File: src/rtl/mem_arb_pkg.sv
// mem_arb_pkg: shared types for the memory port arbiter.
//   arb_state_t : arbiter FSM states
//   arb_owner_t : which requester owns the current transaction
//   arb_req_t   : latched bus request (we, be, addr, wdata)
//   fetch_req() : builds the request a fetch implies (read, all bytes)
package mem_arb_pkg;

   typedef enum logic [2:0] {
      IDLE  = 3'd0,
      ISSUE = 3'd1,
      WAIT  = 3'd2,
      RESP  = 3'd3,
      ERR   = 3'd4
   } arb_state_t;

   typedef enum logic {
      OWN_I = 1'b0,
      OWN_D = 1'b1
   } arb_owner_t;

   typedef struct packed {
      logic        we;
      logic [3:0]  be;
      logic [31:0] addr;
      logic [31:0] wdata;
   } arb_req_t;

   localparam logic [3:0] FETCH_BE = 4'hF;

   // Fetches are always full-word reads; wdata is parked at zero.
   function automatic arb_req_t fetch_req(input logic [31:0] paddr);
      arb_req_t r;
      r.we    = 1'b0;
      r.be    = FETCH_BE;
      r.addr  = paddr;
      r.wdata = 32'h0000_0000;
      return r;
   endfunction

endpackage

File: src/rtl/memory_map.sv
// memory_map: fixed (TLB-less) virtual-to-physical segment mapping.
// Ports:
//   en             in  1   translation enable; when 0 the address passes through
//   user_mode      in  1   CPU is in user mode
//   kseg0_uncached in  1   kseg0 accesses are uncached
//   vaddr          in  32  virtual address
//   paddr          out 32  physical address
//   uncached       out 1   access must bypass the cache
//   except_user    out 1   user-mode access to a kernel segment
module memory_map (
   input  logic        en,
   input  logic        user_mode,
   input  logic        kseg0_uncached,
   input  logic [31:0] vaddr,
   output logic [31:0] paddr,
   output logic        uncached,
   output logic        except_user
);

   // Segment decode: kseg0/kseg1 fold onto the low 512 MB, everything else maps 1:1.
   always_comb begin
      paddr       = vaddr;
      uncached    = 1'b0;
      except_user = 1'b0;
      if (en) begin
         // Any address with bit 31 set is kernel-only.
         except_user = user_mode & vaddr[31];
         case (vaddr[31:29])
            3'b100: begin
               paddr    = {3'b000, vaddr[28:0]};
               uncached = kseg0_uncached;
            end
            3'b101: begin
               paddr    = {3'b000, vaddr[28:0]};
               uncached = 1'b1;
            end
            default: begin
               paddr    = vaddr;
               uncached = 1'b0;
            end
         endcase
      end else begin
         paddr       = vaddr;
         uncached    = 1'b0;
         except_user = 1'b0;
      end
   end

endmodule

File: src/rtl/rr_arb2.sv
// rr_arb2: two-way round-robin grant.
// Ports:
//   req  in  2  request vector (bit 0 = port 0, bit 1 = port 1)
//   en   in  1  grants allowed this cycle
//   last in  1  index of the port granted most recently
//   gnt  out 2  one-hot grant (zero when disabled or no request)
module rr_arb2 (
   input  logic [1:0] req,
   input  logic       en,
   input  logic       last,
   output logic [1:0] gnt
);

   // Single requester wins outright; on contention the port not served last wins.
   always_comb begin
      gnt = 2'b00;
      if (en) begin
         case (req)
            2'b01:   gnt = 2'b01;
            2'b10:   gnt = 2'b10;
            2'b11:   gnt = last ? 2'b01 : 2'b10;
            default: gnt = 2'b00;
         endcase
      end else begin
         gnt = 2'b00;
      end
   end

endmodule

File: src/rtl/mem_port_arbiter.sv
// mem_port_arbiter: shares one translated memory bus between the fetch port
// (i_*) and the data port (d_*). Round-robin grant, address translation at
// grant time, one outstanding bus transaction, response routed to the owner.
// Kernel-segment accesses from user mode complete with an exception and
// never reach the bus.
// Ports:
//   clk, rst                       clock, async active-high reset
//   user_mode, kseg0_uncached      CP0 state sampled at grant
//   i_req/i_addr -> i_ack          fetch request / accept pulse
//   i_rvalid/i_rdata/i_except      fetch response
//   d_req/d_we/d_be/d_addr/d_wdata -> d_ack   data request / accept pulse
//   d_rvalid/d_rdata/d_except      data response
//   bus_req/we/be/addr/wdata/uncached, bus_ready   downstream request
//   bus_rvalid/bus_rdata           downstream completion
module mem_port_arbiter
   import mem_arb_pkg::*;
(
   input  logic        clk,
   input  logic        rst,
   input  logic        user_mode,
   input  logic        kseg0_uncached,
   input  logic        i_req,
   input  logic [31:0] i_addr,
   output logic        i_ack,
   output logic        i_rvalid,
   output logic [31:0] i_rdata,
   output logic        i_except,
   input  logic        d_req,
   input  logic        d_we,
   input  logic [3:0]  d_be,
   input  logic [31:0] d_addr,
   input  logic [31:0] d_wdata,
   output logic        d_ack,
   output logic        d_rvalid,
   output logic [31:0] d_rdata,
   output logic        d_except,
   output logic        bus_req,
   output logic        bus_we,
   output logic [3:0]  bus_be,
   output logic [31:0] bus_addr,
   output logic [31:0] bus_wdata,
   output logic        bus_uncached,
   input  logic        bus_ready,
   input  logic        bus_rvalid,
   input  logic [31:0] bus_rdata
);

   arb_state_t  state_r, state_nxt_s;
   arb_owner_t  owner_r;
   arb_owner_t  last_r;
   arb_req_t    req_r, req_nxt_s;
   logic        unc_r;
   logic [31:0] rdata_r;

   logic [1:0]  gnt_s;
   logic        grant_s;
   logic [31:0] win_addr_s;
   logic [31:0] map_paddr_s;
   logic        map_unc_s;
   logic        map_exc_s;
   logic        resp_s;
   logic        err_s;

   rr_arb2 u_arb (
      .req  ({d_req, i_req}),
      .en   (state_r == IDLE),
      .last (last_r == OWN_D),
      .gnt  (gnt_s)
   );

   assign grant_s    = gnt_s[0] | gnt_s[1];
   assign win_addr_s = gnt_s[1] ? d_addr : i_addr;

   // One translator shared by both ports, fed with the winner's address.
   memory_map u_map (
      .en             (1'b1),
      .user_mode      (user_mode),
      .kseg0_uncached (kseg0_uncached),
      .vaddr          (win_addr_s),
      .paddr          (map_paddr_s),
      .uncached       (map_unc_s),
      .except_user    (map_exc_s)
   );

   // Accept is combinational so the requester sees it in the grant cycle.
   assign i_ack = gnt_s[0];
   assign d_ack = gnt_s[1];

   // Build the request to latch for the winning port.
   always_comb begin
      req_nxt_s = fetch_req(map_paddr_s);
      if (gnt_s[1]) begin
         req_nxt_s.we    = d_we;
         req_nxt_s.be    = d_be;
         req_nxt_s.wdata = d_wdata;
      end else begin
         req_nxt_s = fetch_req(map_paddr_s);
      end
   end

   // Next-state logic for the transaction FSM.
   always_comb begin
      state_nxt_s = state_r;
      case (state_r)
         IDLE: begin
            if (grant_s) begin
               state_nxt_s = map_exc_s ? ERR : ISSUE;
            end else begin
               state_nxt_s = IDLE;
            end
         end
         ISSUE: begin
            if (bus_ready) begin
               state_nxt_s = WAIT;
            end else begin
               state_nxt_s = ISSUE;
            end
         end
         WAIT: begin
            // Only a completion seen here counts; stray rvalid elsewhere is dropped.
            if (bus_rvalid) begin
               state_nxt_s = RESP;
            end else begin
               state_nxt_s = WAIT;
            end
         end
         RESP:    state_nxt_s = IDLE;
         ERR:     state_nxt_s = IDLE;
         default: state_nxt_s = IDLE;
      endcase
   end

   // FSM state register.
   always_ff @(posedge clk or posedge rst) begin
      if (rst) begin
         state_r <= IDLE;
      end else begin
         state_r <= state_nxt_s;
      end
   end

   // Capture the winner's translated request, owner and round-robin history at grant.
   always_ff @(posedge clk or posedge rst) begin
      if (rst) begin
         req_r   <= '0;
         unc_r   <= 1'b0;
         owner_r <= OWN_I;
         last_r  <= OWN_I;
      end else if (grant_s) begin
         req_r   <= req_nxt_s;
         unc_r   <= map_unc_s;
         owner_r <= gnt_s[1] ? OWN_D : OWN_I;
         last_r  <= gnt_s[1] ? OWN_D : OWN_I;
      end
   end

   // Capture the completion data.
   always_ff @(posedge clk or posedge rst) begin
      if (rst) begin
         rdata_r <= 32'h0000_0000;
      end else if ((state_r == WAIT) && bus_rvalid) begin
         rdata_r <= bus_rdata;
      end
   end

   // Bus fields come straight from the latch so they stay stable under backpressure.
   assign bus_req      = (state_r == ISSUE);
   assign bus_we       = req_r.we;
   assign bus_be       = req_r.be;
   assign bus_addr     = req_r.addr;
   assign bus_wdata    = req_r.wdata;
   assign bus_uncached = unc_r;

   assign resp_s = (state_r == RESP);
   assign err_s  = (state_r == ERR);

   // Responses go only to the owner; the other port's outputs stay at zero.
   assign i_rvalid = (resp_s | err_s) & (owner_r == OWN_I);
   assign i_except = err_s & (owner_r == OWN_I);
   assign i_rdata  = (resp_s && (owner_r == OWN_I)) ? rdata_r : 32'h0000_0000;
   assign d_rvalid = (resp_s | err_s) & (owner_r == OWN_D);
   assign d_except = err_s & (owner_r == OWN_D);
   assign d_rdata  = (resp_s && (owner_r == OWN_D)) ? rdata_r : 32'h0000_0000;

endmodule

File: config.mk
export PLATFORM = sky130hd
export DESIGN_NAME = mem_port_arbiter
export DESIGN_NICKNAME = d
export VERILOG_FILES = /design/src/rtl/mem_arb_pkg.sv /design/src/rtl/memory_map.sv /design/src/rtl/rr_arb2.sv /design/src/rtl/mem_port_arbiter.sv
export SDC_FILE = /design/constraint.sdc
export NUM_CORES = 1
export LEC_CHECK = 0
export ABC_AREA = 1
export ABC_CLOCK_PERIOD_IN_PS = 4100
export BUFFER_PORTS_ARGS = -buffer_cell sky130_fd_sc_hd__buf_2
export CAP_MARGIN = 15
export CORE_AREA = 2 2 110 112
export DETAILED_ROUTE_END_ITERATION = 8
export DIE_AREA = 0 0 112 114
export PLACE_DENSITY = 0.77
export SYNTH_ARGS = -nofsm -noshare
export SYNTH_HDL_FRONTEND = slang
export SYNTH_SLANG_ARGS = --single-unit
export TNS_END_PERCENT = 20
File: constraint.sdc
create_clock -name clk -period 4.1 [get_ports clk]
set_input_delay 0.82 -clock clk [delete_from_list [all_inputs] [get_ports clk]]
set_output_delay 0.82 -clock clk [all_outputs]
set_load 0.05 [all_outputs]
==> metrics.md <==
| Metric | Value |
|---|---|
| Status | `complete, no violations` |
| Nets@finish | `926` |
| Final setup viols | `0` |
| FF-to-FF setup slack | `1.94 ns` |
| Hold Violations, Final | `0` |
| Post-route clock period utilization | `65.3%` |
| RSZ-0062 raised after global routing | `false` |
| DRT antenna net count | `0` |
| Depth of the most critical reg-to-reg path | `6` |
| Clock H-tree levels | `3` |
| Setup_tns | `0 ns` |
| Area of the mapped netlist | `4700 um2` |
| First-pass GRT wire length | `between 20,000 and 25,000 um` |
| Primary FF master, synth | `dfrtp_1` |
| Leak | `3.79 nW` |
| Largest net degree at the start of global routing | `87` |
| Die Height | `114 um` |
| Tmin final | `approximately 2.7 ns` |
| Max clock buf depth | `2` |
| Die area | `12,800 um2` |
| Post-synth EDFFs | `0` |
| Setup Fix Bufs, Post-CTS | `0` |
| Initial DRC Count | `about 250` |
| Post-synth top area share | `56.4%` |
| Worst reg2reg path endpoint | `bus_addr[5]` |
| Overall power | `5.73 mW` |
| Core area | `about 12,000 um2` |
| DR vias/cell | `4.73` |
| Netlist cell types | `21` |
| Clk sinks | `106` |
| Ports | `282` |
| Clk slew on worst S/H paths | `0.07 ns` |
| Drc violations | `0` |
| Vias in the first global route | `4,246` |
| Gate Count Post-Synth | `between 500 and 600` |
| Post-Layout Cell Count | `937` |
| Inst Count DP | `920` |
| Register area share after synthesis | `~56%` |
| CP endpoint kind | `primary output` |
| Worst-margin pin slew | `0.684 ns` |
| Peak supply drop | `0.000561 V` |
| Fmax | `374 MHz` |
| Startpoint types | `input pin` |
| Top cells by area, synth | `dfrtp_1 (56%), nor2_1 (11%), a21oi_1 (6.7%)` |
| Initial Utilization | `40.1%` |
| Power per Cell Area | `889 nW/um2` |
| Worst Skew | `0.00828 ns` |
| WHS | `0.485 ns` |
| Largest fanout on the critical path | `32` |
| Hold Path Depth | `2` |
| Yosys Warn Count | `0` |
| Routability cong. | `0.777` |
| Setup WS pre-CTS | `1.43 ns` |
| Final WS setup | `1.42 ns` |
| Final Max Tran Viols | `0` |
| GRT Total Usage | `a little over a fifth` |
| Hold-fix buffers, CTS | `0` |
| Mapped Nets | `between 600 and 700` |
| Mapped Avg Cell Area | `9.09 um2` |
| Placed Area | `approximately 6100 um2` |
| CTS buffer count | `9` |
| Die Wd | `112 um` |
| Root Driver | `clkbuf_16` |
| Antenna Cells | `0` |
| Most common cell in the netlist | `nor2_1` |
| Crit path arrival time | `1.86 ns` |
| Area Growth Syn to Fin | `37.1%` |
| Utilization after layout | `between 50 and 60%` |
| Total grt overflow | `0` |
| Yosys reg bits | `106` |
| Reg area | `2650 um2` |
| CTS tree | `built` |
| Origin of the critical flop-to-flop path | `last_r` |
| Area leader, netlist | `dfrtp_1` |
| Hpwl dp | `between 9000 and 10,000 um` |
| Routed WL | `13,700 um` |
| Multi-input logic area | `1650 um2` |
| Cell area after layout | `6440 um2` |
| Layout fillers | `1,097` |
| Initial antenna violation count | `0` |
| Via Count | `~4,400` |
| Rows | `40` |
| Hold Path Class | `reg2reg` |
| Post-cts sizing count | `0` |
| Critical hold path startpoint | `bus_addr[30]` |
| Worst-Skew Late Latency | `approximately 0.34 ns` |
| Slew margin rel. | `54.4%` |
| Wire length per cell | `14.6 um` |
| Drt first pass iters | `4` |
| Fraction of registers with async set/reset | `100%` |
| Worst path required time | `~3.3 ns` |
| IO Port Bufs | `around 280` |
| Critical path class | `in2out` |
| Worst Hold Path EP | `bus_addr[30]` |
| Max cap viols | `0` |
| Layout cells sized above 1 | `40.0%` |
| Top cells by count, synth | `nor2_1 (132), dfrtp_1 (106), a21oi_1 (63)` |
==> worst max path at each step <==
stage / from / end / slack [ns] / cells after the start
after global routing: state_r[1] / d_rdata[20] / 1.32 / 6
after global placement: d_req / i_ack / 1.43 / 5
after floorplan: rst / bus_addr[0] / 0.49 / 1
after CTS: state_r[1] / d_rdata[20] / 1.39 / 6
final: d_req / i_ack / 1.42 / 5
after detailed placement: d_req / i_ack / 1.43 / 5
==> registers in the layout, summed over array words and instances, names as in the netlist <==
| register | count |
|---|---|
| rdata_r | 32 |
| bus_wdata | 32 |
| state_r | 3 |
| bus_we | 1 |
| last_r | 1 |
| bus_addr | 32 |
| bus_be | 4 |
| bus_uncached | 1 |
==> worst max-delay path, cell delays in order <==
cell and delay (ns):
buf_2 0.11, inv_1 0.06, o21ai_2 0.09, nor2_8 0.41, buf_2 0.36
==> power by group <==
part / total (mW) / switching [mW] / internal (mW)
sequential: 1.73 / 0.223 / 1.50
clock: 0.815 / 0.395 / 0.420
combinational: 3.19 / 2.43 / 0.757
total: 5.73 / 3.05 / 2.68
==> placed cells by master, fill, tap and decap left out, drive strengths merged, types with 2 or more instances in the layout <==
| cell type | count |
|---|---|
| inv | 45 |
| clkbuf | 10 |
| nand2 | 54 |
| nand3 | 8 |
| o22a | 4 |
| o21ai | 35 |
| dfrtp | 106 |
| clkinvlp | 2 |
| buf | 290 |
| a21oi | 63 |
| nor2 | 136 |
| clkinv | 3 |
| a22o | 33 |
==> per-layer routing <==
metal	wire [um]	global-route usage [%]	vias up	share of wire, %
met5	0	0	-	0
met4	126	6.10	0	0.92
met3	1150	5.69	8	8.4
met2	6900	37.2	189	50
met1	5510	26.1	2026	40
li1	-	-	2208	-
==> area by class of cell <==
cell class              instances  area share (%)
flip-flops and latches        106            41.2
multi-input cells             334            25.6
repair buffers                290            23.4
clock buffers                  10            3.55
well taps                     147            2.85
inverters                      44            2.60
clock inverters                 6           0.816
==> logic make-up after synthesis <==
| kind of cell | Yosys count | synth area share (%) |
|---|---|---|
| and+or+nand+nor | 198 | 17.5 |
| AOI/OAI and AO/OA | 136 | 17.6 |
| DFF | 106 | 56.4 |
| buffers and inverters | 77 | 8.54 |
Note: power is estimated with default switching activity, not from simulation.
